--- src/rtl/bus_cycle_sched_pkg.sv ---
// Shared types and defaults for the bus cycle scheduler.
package clk_sched_pkg;

  // CPU bus ownership states: running, RDY pulled low but not yet honoured, halted.
  typedef enum logic [1:0] {
    StRun,
    StStopping,
    StHalted
  } schedState_e;

  localparam int unsigned defaultLineCycles = 114;

endpackage

--- src/rtl/bus_cycle_sched_if.sv ---
// Request/strobe bundle between the scheduler and its surroundings.
interface bus_cycle_sched_if;

  logic       dma_req;
  logic       wsync;
  logic       line_start;
  logic       cpu_rw;
  logic       phi0_en;
  logic       latch_en;
  logic       cpu_rdy;
  logic       dma_grant;
  logic [7:0] cycle_cnt;

  modport master (
    output dma_req, wsync, line_start, cpu_rw,
    input  phi0_en, latch_en, cpu_rdy, dma_grant, cycle_cnt
  );

  modport slave (
    input  dma_req, wsync, line_start, cpu_rw,
    output phi0_en, latch_en, cpu_rdy, dma_grant, cycle_cnt
  );

endinterface

--- src/rtl/bus_cycle_sched_phase_gen.sv ---
// Machine-cycle phase counter; produces the cycle-start, latch and boundary strobes.
module phase_gen #(
  parameter int unsigned DIV       = 32,
  parameter int unsigned LATCH_POS = 12
) (
  input  logic clkin,
  input  logic RST,
  output logic phi0En,
  output logic latchEn,
  output logic boundary
);

  localparam int unsigned    PhW        = $clog2(DIV);
  localparam logic [PhW-1:0] LastPhase  = PhW'(DIV - 1);
  localparam logic [PhW-1:0] LatchPhase = PhW'(LATCH_POS);

  logic [PhW-1:0] phaseQ;

  // Count 0..DIV-1 and wrap.
  always_ff @(posedge clkin) begin
    if (RST) begin
      phaseQ <= '0;
    end else if (phaseQ == LastPhase) begin
      phaseQ <= '0;
    end else begin
      phaseQ <= phaseQ + PhW'(1);
    end
  end

  // Strobes are masked while in reset so nothing fires before the first real cycle.
  assign phi0En   = !RST && (phaseQ == '0);
  assign latchEn  = !RST && (phaseQ == LatchPhase);
  assign boundary = (phaseQ == LastPhase);

endmodule

--- src/rtl/bus_cycle_sched.sv ---
// CPU/DMA bus cycle scheduler: halts the CPU through RDY for DMA or WSYNC and
// grants the bus to DMA only once the CPU is known to be stopped on a read.
module bus_cycle_sched
  import clk_sched_pkg::*;
#(
  parameter int unsigned DIV         = 32,
  parameter int unsigned LATCH_POS   = 12,
  parameter int unsigned LINE_CYCLES = defaultLineCycles
) (
  input logic         clkin,
  input logic         RST,
  bus_cycle_sched_if.slave bus
);

  logic        phi0En;
  logic        latchEn;
  logic        boundary;

  schedState_e stateQ, stateD;
  logic        cpuRdyQ, cpuRdyD;
  logic        dmaGrantQ, dmaGrantD;
  logic [7:0]  cycleCntQ, cycleCntD;
  logic        wsyncPendQ;
  logic        lineSeenQ;
  logic        haltPend;

  phase_gen #(
    .DIV       (DIV),
    .LATCH_POS (LATCH_POS)
  ) uPhase (
    .clkin    (clkin),
    .RST      (RST),
    .phi0En   (phi0En),
    .latchEn  (latchEn),
    .boundary (boundary)
  );

  assign haltPend = bus.dma_req | wsyncPendQ;

  // WSYNC pending flag (set beats clear) and line_start memory until the next boundary.
  always_ff @(posedge clkin) begin
    if (RST) begin
      wsyncPendQ <= 1'b0;
      lineSeenQ  <= 1'b0;
    end else begin
      if (bus.wsync) begin
        wsyncPendQ <= 1'b1;
      end else if (bus.line_start) begin
        wsyncPendQ <= 1'b0;
      end
      if (boundary) begin
        lineSeenQ <= 1'b0;
      end else if (bus.line_start) begin
        lineSeenQ <= 1'b1;
      end
    end
  end

  // Next state and registered outputs, all updated only at a machine-cycle boundary.
  always_comb begin
    stateD    = stateQ;
    cpuRdyD   = cpuRdyQ;
    dmaGrantD = dmaGrantQ;
    cycleCntD = cycleCntQ;
    if (boundary) begin
      unique case (stateQ)
        StRun:      stateD = haltPend ? StStopping : StRun;
        // A write cycle ignores RDY, so only a read proves the CPU has stopped.
        StStopping: begin
          if (bus.cpu_rw) begin
            stateD = StHalted;
          end else if (!haltPend) begin
            stateD = StRun;
          end
        end
        StHalted:   stateD = haltPend ? StHalted : StRun;
        default:    stateD = StRun;
      endcase
      cpuRdyD   = (stateD == StRun);
      dmaGrantD = (stateD == StHalted) && bus.dma_req;
      if (lineSeenQ || bus.line_start || cycleCntQ == 8'(LINE_CYCLES - 1)) begin
        cycleCntD = '0;
      end else begin
        cycleCntD = cycleCntQ + 8'd1;
      end
    end
  end

  // State and output registers.
  always_ff @(posedge clkin) begin
    if (RST) begin
      stateQ    <= StRun;
      cpuRdyQ   <= 1'b1;
      dmaGrantQ <= 1'b0;
      cycleCntQ <= '0;
    end else begin
      stateQ    <= stateD;
      cpuRdyQ   <= cpuRdyD;
      dmaGrantQ <= dmaGrantD;
      cycleCntQ <= cycleCntD;
    end
  end

  assign bus.phi0_en   = phi0En;
  assign bus.latch_en  = latchEn;
  assign bus.cpu_rdy   = cpuRdyQ;
  assign bus.dma_grant = dmaGrantQ;
  assign bus.cycle_cnt = cycleCntQ;

endmodule

--- src/flat_wrapper.sv ---
// flat-port wrapper written by rule: the top's interface ports become plain ports
module bus_cycle_sched_flat import clk_sched_pkg::*;
#(
  parameter int unsigned DIV         = 32,
  parameter int unsigned LATCH_POS   = 12,
  parameter int unsigned LINE_CYCLES = defaultLineCycles
)
  (clkin, RST, bus_dma_req, bus_wsync, bus_line_start, bus_cpu_rw, bus_phi0_en, bus_latch_en, bus_cpu_rdy, bus_dma_grant, bus_cycle_cnt);
  bus_cycle_sched_if bus_i ();
  input logic clkin;
  input logic RST;
  input wire logic [$bits(bus_i.dma_req)-1:0] bus_dma_req;
  input wire logic [$bits(bus_i.wsync)-1:0] bus_wsync;
  input wire logic [$bits(bus_i.line_start)-1:0] bus_line_start;
  input wire logic [$bits(bus_i.cpu_rw)-1:0] bus_cpu_rw;
  output wire logic [$bits(bus_i.phi0_en)-1:0] bus_phi0_en;
  output wire logic [$bits(bus_i.latch_en)-1:0] bus_latch_en;
  output wire logic [$bits(bus_i.cpu_rdy)-1:0] bus_cpu_rdy;
  output wire logic [$bits(bus_i.dma_grant)-1:0] bus_dma_grant;
  output wire logic [$bits(bus_i.cycle_cnt)-1:0] bus_cycle_cnt;
  assign bus_i.dma_req = bus_dma_req;
  assign bus_i.wsync = bus_wsync;
  assign bus_i.line_start = bus_line_start;
  assign bus_i.cpu_rw = bus_cpu_rw;
  assign bus_phi0_en = bus_i.phi0_en;
  assign bus_latch_en = bus_i.latch_en;
  assign bus_cpu_rdy = bus_i.cpu_rdy;
  assign bus_dma_grant = bus_i.dma_grant;
  assign bus_cycle_cnt = bus_i.cycle_cnt;
  bus_cycle_sched #(.DIV(DIV), .LATCH_POS(LATCH_POS), .LINE_CYCLES(LINE_CYCLES)) u_core (.clkin(clkin), .RST(RST), .bus(bus_i));
endmodule
--- config.mk ---
export PLATFORM = sky130hd
export DESIGN_NAME = bus_cycle_sched_flat
export DESIGN_NICKNAME = d
export VERILOG_FILES = /design/src/rtl/bus_cycle_sched_pkg.sv /design/src/rtl/bus_cycle_sched_if.sv /design/src/rtl/bus_cycle_sched_phase_gen.sv /design/src/rtl/bus_cycle_sched.sv /design/src/flat_wrapper.sv
export SDC_FILE = /design/constraint.sdc
export NUM_CORES = 1
export LEC_CHECK = 0
export CAP_MARGIN = 20
export CORE_MARGIN = 5
export CORE_UTILIZATION = 31
export DETAILED_ROUTE_END_ITERATION = 8
export PLACE_DENSITY = 0.6
export SYNTH_ARGS = -nofsm -noshare
export SYNTH_HDL_FRONTEND = slang
export SYNTH_SLANG_ARGS = --single-unit
--- constraint.sdc ---
create_clock -name clkin -period 1.8 [get_ports clkin]
set_input_delay 0.27 -clock clkin [delete_from_list [all_inputs] [get_ports clkin]]
set_output_delay 0.27 -clock clkin [all_outputs]
set_load 0.02 [all_outputs]
### Word-level counts from Yosys, hierarchy flattened

Cells that the tools add are included.

* register bits: 19
* bits in latches: 0
* RAM bits: 0
* bits in read-only memories: 0
* input port bits: 6
* output and inout port bits: 12
* word-level logic and storage cells: 36
* memories: 0

* add/sub/neg operators: 2
* multipliers: 0
* div/mod/pow operators: 0
* magnitude comparators: 0
* eq/ne operators: 6
* shift operators: 0
* mux-type cells: 9
* bitwise gates (word level): 1
* reduce and logical (&&, ||, !) cells: 11

Operator list (count)
* adder 8 x 1 -> 8 bit, second input constant: 1
* equality test 8 x 7 -> 1 bit, second input constant: 1
* 2-to-1 mux 2 bit: 4
* 2-to-1 mux 8 bit: 1
* one-hot mux 2 bit (3 select lines): 1
* adder 5 x 1 -> 5 bit, second input constant: 1
* equality test 5 x 4 -> 1 bit, second input constant: 1
* equality test 5 bit, second input constant: 1
* logical NOT 5 bit: 1
* equality test 2 bit, second input constant: 2
* logical NOT 2 bit: 2
* logical AND 1 bit: 3
* 2-to-1 mux 1 bit: 3
* equality test 2 x 1 -> 1 bit, second input constant: 1
* logical OR 1 bit: 2
* nonzero test 2 bit: 1
* OR reduction 2 bit: 1
* logical NOT 1 bit: 1
* OR 1 bit: 1

### Longest topological paths before layout

* depth in word-level cells: 7
* mapped depth: 8
* mapped depth without buffers: 7

### By module

From an unflattened synthesis, not the netlist that was laid out.

* cell total of the unflattened synthesis: 103
* area total of the unflattened synthesis: 909.6 sq um

By module, submodules not included
* bus_cycle_sched: instances 1, cells each 79, area each 669.4 sq um, seq. area each 280.3 sq um
* phase_gen: instances 1, cells each 24, area each 240.2 sq um, seq. area each 100.1 sq um

### Worst setup path before layout

No wires, ideal clock.

* path kind: register to register
* from: reg u_core.uPhase.phaseQ[0]
* to: reg u_core.cycleCntQ[7], in the netlist u_core.bus.cycle_cnt[7]
* setup time: 123 ps
* data arrival time: 1476 ps
* data required time: 1677 ps
* slack: 201 ps
* cell stages (with the launch flop): 9
* path buffers: 1
* clock period less this slack: 1599 ps
* cell sequence: dfxtp_1 > ha_1 > and3_1 > ha_1 > buf_4 > nand4_1 > nor3_1 > xnor2_1 > nor2_1

* cells in the longest elaborated chain, start to end: 1

RTL lines
* from (decl): RTL line bus_cycle_sched_phase_gen.sv:17 `logic [PhW-1:0] phaseQ;`
* from (signal assigned): RTL line bus_cycle_sched_phase_gen.sv:26 `phaseQ <= phaseQ + PhW'(1);`
* equality test 5 bit: RTL line bus_cycle_sched_phase_gen.sv:33 `assign boundary = (phaseQ == LastPhase);`
* to (signal assigned): RTL line bus_cycle_sched.sv:100 `cycleCntQ <= cycleCntD;`
* to (decl): RTL line bus_cycle_sched.sv:22 `logic [7:0] cycleCntQ, cycleCntD;`

No other way between the ends.
A chain may end at the register's enable or synchronous reset.

### Final worst setup path

* from: reg u_core.cycleCntQ[3], in the netlist u_core.bus.cycle_cnt[3]
* to: out bus_cycle_cnt[3]

RTL lines
* to (decl): RTL line flat_wrapper.sv:20 `output wire logic [$bits(bus_i.cycle_cnt)-1:0] bus_cycle_cnt;`

No word-level cell between the ends.

==> out/metrics.cfg <==
[synth]
synthMuxAreaShare = 0.0118
synth_top_area_frac = 0.450
yosys.area_share.simple = 0.229
synth_edf_count = 0
ys_seq_elements = 19
synth_cell_types = 26
synthCells = 93
synth_top_family_by_area = simple AND/OR/NAND/NOR gates
synthXorXnorAreaFrac = 0.0932
synth_compound_area_frac = 0.0917
synth_top_area_cell = dfxtp_1
ys_top_cells_by_area = dfxtp_1 45%, ha_1 7.4%, nor2_1 6.2%
synth_fp_nets = 104
ys_async_sr_fraction = 0
syn_area_um2 = 846
ys.flop_type = dfxtp_1
synth_warnings = 0
synth_adder_area_share = 0.0740
yosysSeqAreaShare = 0.450
syn_avg_cell_area_um2 = 9.09

[placement]
port_buffers = 17
dp_hpwl_um = 1200
placed_area_mm2 = 0.00108
place_inst = 143
gp_congestion = 0.790

[timing]
post-route-period-util = 0.948
final.setup.tns_ns = 0
slew_headroom = 0.790
hold_violations = 0
setup_violations = 0
tightest_slew_ns = 0.312
fmax_ghz = 0.586
clock_skew_ns = 0.00492
rsz0062_at_grt = false
slew_violations = 0
fin_crit_ns = 1.71

[pwr]
pwr-share-clk = 0.304
ir_drop_v = 0.000345
power_uw = 703
switchingPower_uw = 160
power.internal_uw = 542
power.density_mw_per_mm2 = 637
sw_frac_of_total = 0.228
pwr-share-seq = 0.621
combPwrFrac = 0.075
leakage_uw = 0.000435

[setup_path]
crit_type = flip-flop to output port
cp.arrival_ns = 1.44
path_max_fanout = 6
crit-reg2reg-launch = u_core.uPhase.phaseQ[0]
max_stage_delay_ns = 0.66
worstSetupStartpointType = flip-flop
reg2reg_to = u_core.bus.cycle_cnt[7]
crit_required_ns = 1.53
reg2reg_slack_ns = 0.11
cp_top_family = buffers and inverters
cp_slowest_cell = clkdlybuf4s50_1
crit_buf_inv = 1
endpoint_kind = output port
r2r_cells = 7
crit_chain = clkdlybuf4s50_1

[layout]
fin_cells = 147
nNetsFinal = 128
multi_input_area_um2 = 425
n_antenna_cell = 0
syn_to_final_growth_pct = 30.5
final-seq-area_um2 = 380
finalInstanceArea_mm2 = 0.00110
final_core_util = 0.411
n_fill_cell = 272
drive_gt1_frac = 0.103

[die]
io-pin-count = 18
die_h_um = 62.2
dieArea_mm2 = 0.00387
start_util = 0.315
coreArea_mm2 = 0.00269
core.rowCount = 19
die_w_um = 62.2

[cts]
clk_pin_slew_ns = 0.11
cts.sinks = 19
cts.htree.levels = 1
cts_tree = built
worst_skew_pair.late_latency_ns = 0.29
cts_root_buf = clkbuf_4
clk_path_buf_depth = 2
numCtsBuffers = 3

[grt]
antenna_found_initial = 0
grt_pass1_vias = 702
grt_max_degree = 11
overflow = 0
track_usage = 0.0912
grt_pass1_wl_um = 2950

[drt]
routed_wl_um = 1600
drt_iter0_drc = 12
drt-vias-per-instance = 4.67
routedWlPerCell_um = 10.9
dr.pass1.iters = 4
postRouteAntennaNets = 0
via_count = 687
drc = 0

[min_path]
hold_path.class = flip-flop to flip-flop
min_to = u_core.bus.dma_grant
hp-start = u_core.bus.dma_grant
worst_hold_path.num_cells = 2

[run]
maxCapViolCount = 0

[outcome]
status = complete, no violations

-- cell usage in the layout, fill, tap and decap left out, drive strengths merged --
cell	synthesis	layout
dfxtp	19	19
clkdlybuf4s50	0	15
nor2	14	14
inv	7	7
nand2	6	6
nor3	6	6
xor2	5	5
buf	2	5
ha	5	5
xnor2	4	4
clkbuf	1	4
nand3	3	3
nand4	3	3
o21ai	3	3
a21oi	3	3
and2	2	2
and3	2	2
nor4b	1	1
a31oi	1	1
a211oi	1	1
nand3b	1	1
nand2b	1	1
o221ai	1	1
mux2i	1	1
o211a	1	1
dlygate4sd2	0	1
clkdlybuf4s15	0	1
-- state kept, by name (all words and copies together) (netlist names) --
register and count:
u_core.bus.cpu_rdy 1, u_core.uPhase.phaseQ 5, u_core.lineSeenQ 1, u_core.stateQ 2
u_core.bus.cycle_cnt 8, u_core.wsyncPendQ 1, u_core.bus.dma_grant 1
-- per-layer routing --
metal / share of wire / GRT usage / vias up
li1: - / - / 359
met1: 0.51 / 0.106 / 311
met2: 0.44 / 0.149 / 15
met3: 0.051 / 0.0432 / 2
met4: 0.0069 / 0.0244 / 0
met5: 0 / 0 / -
-- timing repair --
action                     in CTS  in global routing
hold buffers                    0                  0
setup buffers                   0                  0
gates resized for setup         2                  2
setup endpoints to repair       2                  4
-- synthesized netlist by cell type (2+ instances only) --
| master | count |
|---|---|
| nand3_1 | 3 |
| xnor2_1 | 4 |
| nand4_1 | 3 |
| and2_1 | 2 |
| nor3_1 | 6 |
| nand2_1 | 6 |
| xor2_1 | 5 |
| inv_1 | 7 |
| ha_1 | 5 |
| o21ai_0 | 3 |
| a21oi_1 | 3 |
| nor2_1 | 14 |
| dfxtp_1 | 19 |
-- logic make-up after synthesis --
| group | after synthesis |
|---|---|
| fa+ha+maj | 5 |
| xor+xnor | 9 |
| mux | 1 |
| buf+inv | 10 |
| flops | 19 |
| simple gates | 39 |
| compound gates | 10 |
-- worst register-to-register path, cell delays in order (launching register included) --
cell and delay [ns]:
dfxtp_1 0.40, ha_1 0.20, and3_1 0.17, ha_2 0.22, nand4_1 0.15, nor3_1 0.25, xnor2_1 0.15, nor2_1 0.05
-- how the worst max path moves through the flow --
| stage | slack, ns | from | end | cells after the start |
|---|---|---|---|---|
| final | 0.09 | u_core.bus.cycle_cnt[3] | bus_cycle_cnt[3] | 1 |
| after global routing | 0.001 | u_core.uPhase.phaseQ[0] | u_core.bus.cycle_cnt[1] | 6 |
| after CTS | 0.04 | u_core.uPhase.phaseQ[0] | u_core.bus.cycle_cnt[7] | 7 |
| after detailed placement | -0.09 | RST | bus_phi0_en | 5 |
| after global placement | -0.1 | RST | bus_phi0_en | 5 |
| after floorplan | 0.20 | u_core.uPhase.phaseQ[0] | u_core.bus.cycle_cnt[7] | 8 |
-- power groups by stage --
stage               sequential [uW]  clock (uW)  combinational, uW
floorplan                       444           0               29.7
global placement                445           0               54.6
detailed placement              446           0               54.9
CTS                             437         229               53.7
global route                    438         247               60.1
finish                          436         214               52.7
-- through the flow --
step                worst slack [ns]  hold WS, ns
floorplan                      0.201        0.387
global placement             -0.0973        0.460
detailed placement           -0.0936        0.462
CTS                           0.0431        0.478
global route                0.000964        0.498
finish                        0.0943        0.472
-- final cells by class --
cell class / count / area share
Inverter: 7 / 0.0238
Timing Repair Buffer: 22 / 0.187
Sequential cell: 19 / 0.345
Clock buffer: 4 / 0.0238
Multi-Input combinational cell: 64 / 0.385
Tap cell: 31 / 0.0351
(Power assumes the default switching activity.)
